File: src/rtl/serial_addsub.sv
// serial_addsub: digit-serial WIDTH-bit add/sub, DIGIT bits per cycle, start/busy/done handshake
// ports: clk, rst (sync, active-high), start, m (0 add / 1 sub), a, b -> busy, done, S, CoBo, ovf, zero
// option: define SERIAL_ADDSUB_SAT_EN to saturate S on signed overflow (flags stay raw)
module serial_addsub #(
  parameter int WIDTH = 8,
  parameter int DIGIT = 2
) (
  input  logic             clk,
  input  logic             rst,
  input  logic             start,
  input  logic             m,
  input  logic [WIDTH-1:0] a,
  input  logic [WIDTH-1:0] b,
  output logic             busy,
  output logic             done,
  output logic [WIDTH-1:0] S,
  output logic             CoBo,
  output logic             ovf,
  output logic             zero
);
  localparam int N  = WIDTH / DIGIT;
  localparam int CW = $clog2(N) + 1;
  typedef enum logic [1:0] {IDLE, RUN, DONE} state_t;
  state_t state, state_n;
  logic [WIDTH-1:0] ra, rb, acc, acc_n, res;
  logic [CW-1:0] cnt;
  logic [DIGIT:0] dsum;
  logic carry, last, load, ovf_n;
  assign dsum  = {1'b0, ra[DIGIT-1:0]} + {1'b0, rb[DIGIT-1:0]} + {{DIGIT{1'b0}}, carry};
  assign acc_n = (acc >> DIGIT) | (WIDTH'(dsum[DIGIT-1:0]) << (WIDTH - DIGIT));
  assign last  = state == RUN && cnt == CW'(N - 1);
  assign load  = start && state != RUN;
  // in the final digit ra/rb bit DIGIT-1 are the operand sign bits
  assign ovf_n = ra[DIGIT-1] == rb[DIGIT-1] && dsum[DIGIT-1] != ra[DIGIT-1];
`ifdef SERIAL_ADDSUB_SAT_EN
  assign res = ovf_n ? {ra[DIGIT-1], {(WIDTH-1){~ra[DIGIT-1]}}} : acc_n;
`else
  assign res = acc_n;
`endif
  assign busy = state == RUN;
  assign done = state == DONE;
  always_comb begin
    state_n = load ? RUN : last ? DONE : state == DONE ? IDLE : state;
  end
  always_ff @(posedge clk) begin
    if (rst) state <= IDLE;
    else state <= state_n;
  end
  always_ff @(posedge clk) begin
    if (rst) begin
      ra    <= '0;
      rb    <= '0;
      acc   <= '0;
      carry <= 1'b0;
      cnt   <= '0;
      S     <= '0;
      CoBo  <= 1'b0;
      ovf   <= 1'b0;
      zero  <= 1'b0;
    end else if (load) begin
      ra    <= a;
      rb    <= b ^ {WIDTH{m}};
      carry <= m;
      cnt   <= '0;
    end else if (state == RUN) begin
      ra    <= ra >> DIGIT;
      rb    <= rb >> DIGIT;
      acc   <= acc_n;
      carry <= dsum[DIGIT];
      cnt   <= cnt + CW'(1);
      if (last) begin
        S    <= res;
        CoBo <= dsum[DIGIT];
        ovf  <= ovf_n;
        zero <= res == '0;
      end
    end
  end
endmodule

File: config.mk
export PLATFORM = sky130hd
export DESIGN_NAME = serial_addsub
export DESIGN_NICKNAME = d
export VERILOG_FILES = /design/src/rtl/serial_addsub.sv
export SDC_FILE = /design/constraint.sdc
export NUM_CORES = 1
export LEC_CHECK = 0
export BUFFER_PORTS_ARGS = -buffer_cell sky130_fd_sc_hd__buf_2
export CAP_MARGIN = 20
export CORE_MARGIN = 2
export CORE_UTILIZATION = 30
export CTS_BUF_LIST = sky130_fd_sc_hd__clkbuf_4
export DETAILED_ROUTE_END_ITERATION = 8
export PLACE_DENSITY = 0.46
export SYNTH_ARGS = -nofsm -noshare
export SYNTH_HDL_FRONTEND = slang
export SYNTH_SLANG_ARGS = --single-unit
File: constraint.sdc
create_clock -name clk -period 2.1 [get_ports clk]
set_input_delay 0 -clock clk [delete_from_list [all_inputs] [get_ports clk]]
set_output_delay 0 -clock clk [all_outputs]
set_load 0.01 [all_outputs]
==> impl_results.md <==
- End-of-flow core utilization: 0.3584
- Mapped Cells: 192
- Peak supply drop: 0.2556 mV
- Ys Warns: 0
- Core Region: 5851 µm²
- Post-Layout Cell Count: 301
- Via-to-Cell Ratio: 4.542
- Synth Register Bits: 39
- Comb power frac: 0.144
- Sequential share of power: 0.526
- Min-Delay Path Class: input pin to register
- IO Pins: 33
- Power share of the clock group: 0.330
- CTS H-Tree Depth: 2
- Switching pwr: 396.8 µW
- Kind of end point of the critical path: register
- Worst reg2reg startpoint: ra[0]$_SDFFE_PP0P_
- DRT iter0 DRCs: 44
- TritonCTS clock tree: built
- Max-slew violations: 0
- Total number of vias: 1367
- Outcome: complete, no violations
- Die ar.: 6598 µm²
- Number of synthesized flops with an enable pin: 0
- Post-synth cell types: 37
- Max FO, Critical Path: 2
- Tmin final: 1.948 ns
- Flop2flop setup slack: 0.15 ns
- Max Buffers Root-to-Sink: 2
- Clk_skew: 0.009702 ns
- # clock sinks: 39
- Crit Reg-Reg Endpoint: ovf$_SDFFE_PP0P_
- Detailed Place HPWL: 2.319 mm
- Root Driver: clkbuf_4
- Crit Path Category: register to register
- Setup TNS: 0 ns
- Worst-margin pin slew: 0.6609 ns
- Layout cell share with drive strength beyond 1: 0.2478
- Switching portion of total power: 0.2613
- Largest net degree at the start of global routing: 34
- Initial core utilization: 0.3058
- Nets: 250
- CP required: 2.39 ns
- Total gr overflow: 0
- Area growth syn-to-layout: 17.20%
- Overall Power: 1.519 mW
- Length of the first detailed-routing pass in iterations: 4
- Final instance area: 2097 µm²
- Critical Path Start: ra[0]$_SDFFE_PP0P_
- PD cells: 724.2 nW/µm²
- Die Span Y: 81.23 µm
- Vias in the first global route: 1180
- Achievable Freq: 513.3 MHz
- DR DRC count: 0
- Initial antenna violation count: 0
- Final worst slack: 0.1519 ns
- Startpoint types: register
- End point of the critical path: ovf$_SDFFE_PP0P_
- Top_reg_cell synth: dfxtp_1
- Pre-CTS setup slack: 0.1654 ns
- Part of the cycle the worst path needs: 0.9277
- Reg2Reg Depth: 6
- Max Cap Viol: 0
- Hold Path Stages: 3
- Synth Cell Area: 1789 µm²
- Most common cell after layout, fill and taps aside: dfxtp_1
- First-pass GRT wire length: 5.761 mm
- Most frequent cells in the layout: dfxtp_1 (39), buf_2 (32), nand2_1 (29)
- Slew HR: 0.5594
- Placed Cells: 289
- Final RePlAce weighted congestion: 0.6995
- Row Count: 28
- CTS resizes: 0
- Routed Antenna Nets: 0
- Horiz. Die Dim: 81.23 µm
- CTS Buf Count: 5
- Fin. Hold Viols: 0
- CP arrival: 2.23 ns
- Overall routing resource usage: 0.1143
- Int Pwr: 1.122 mW
- Cell Area, Placed: 1981 µm²
- RSZ-0062 raised after global routing: false
- Syn_nets: 217
- Leak pwr: 0.8621 nW
- Fillers: 606
- Mean Syn Cell Area: 9.319 µm²
- WL per Instance: 11.44 µm
- Routed WL: 3.443 mm
- Clk_lat worst skew: 0.35 ns
- # setup viols final: 0
- Async SR Flop Fraction: 0
- Seq/Total Area, Yosys: 0.4364
- Clock transition at the registers of the reported paths: 0.13 ns
- Worst hold slack: 0.02383 ns
- IO Port Bufs: 32
- Post-CTS setup buffers: 0
- Antenna diode count: 0
cells in the mapped netlist (2+ instances only):
library cell / count / area share
dfxtp_1: 39 / 0.44
nand2_1: 29 / 0.061
nor2_1: 22 / 0.046
a21oi_1: 19 / 0.053
a211oi_2: 9 / 0.063
mux2i_1: 9 / 0.050
xnor2_1: 8 / 0.039
a211o_1: 6 / 0.029
inv_1: 6 / 0.013
buf_4: 5 / 0.021
a211oi_1: 3 / 0.013
ha_1: 3 / 0.021
nor3_1: 3 / 0.0084
buf_1: 2 / 0.0042
buf_2: 2 / 0.0056
buf_6: 2 / 0.013
clkbuf_1: 2 / 0.0042
fa_1: 2 / 0.022
nand2b_1: 2 / 0.0070
nand3_1: 2 / 0.0056
cells by family after synthesis:
group / after synthesis / synth area share
simple gates: 67 / 0.1720
compound gates: 41 / 0.1818
flops: 39 / 0.4364
buf+inv: 21 / 0.06574
mux: 10 / 0.05664
xor+xnor: 9 / 0.04406
fa+ha+maj: 5 / 0.04336
critical path, cell delays in order (launching register included):
cell,delay [ns]
dfxtp_1,0.35
inv_1,0.06
fa_1,0.43
fa_1,0.47
xor2_1,0.15
or3_1,0.30
a21oi_1,0.14
sequential cells by signal, indices dropped and copies added, names as in the netlist:
signal  count
CoBo        1
zero        1
acc         6
rb          8
cnt         3
state       2
ra          8
S           8
carry       1
ovf         1
what timing repair did:
action | in CTS | in global routing
hold buffers | 4 | 0
setup endpoints to repair | 0 | 0
hold endpoints to repair | 4 | 0
power by group through the flow:
stage / Clock (mW) / Sequential (mW) / Combinational [mW]
4_1_cts: 0.521 / 0.800 / 0.223
3_3_place_gp: 0 / 0.816 / 0.218
6_report: 0.500 / 0.799 / 0.219
5_1_grt: 0.547 / 0.806 / 0.245
2_1_floorplan: 0 / 0.810 / 0.171
3_5_place_dp: 0 / 0.817 / 0.217
how the worst min path moves through the flow:
stage          startpoint                 end  slack, ns
6_report             a[2]  ra[2]$_SDFFE_PP0P_       0.02
5_1_grt              a[5]  ra[5]$_SDFFE_PP0P_       0.02
4_1_cts              a[2]  ra[2]$_SDFFE_PP0P_       0.01
3_5_place_dp         a[6]  ra[6]$_SDFFE_PP0P_       0.31
3_3_place_gp         a[7]  ra[7]$_SDFFE_PP0P_       0.30
2_1_floorplan         rst  rb[6]$_SDFFE_PP0P_       0.08
area by class of cell:
class / instances / area (µm²) / area share
multi-input cells: 132 / 890.9 / 0.4248
flip-flops and latches: 39 / 780.7 / 0.3723
repair buffers: 39 / 222.7 / 0.1062
well taps: 75 / 93.84 / 0.04475
clock inverters: 3 / 38.79 / 0.01850
clock buffers: 5 / 37.54 / 0.01790
inverters: 8 / 32.53 / 0.01551
routing by layer:
layer	wire length, µm	GRT usage	share of wire	vias to the layer above
met5	0	0	0	-
met4	66	0.04068	0.019	0
met3	176	0.03444	0.051	5
met2	1394	0.1661	0.40	33
met1	1806	0.1594	0.52	613
li1	-	-	-	716
Note: power is estimated with default switching activity, not from simulation.
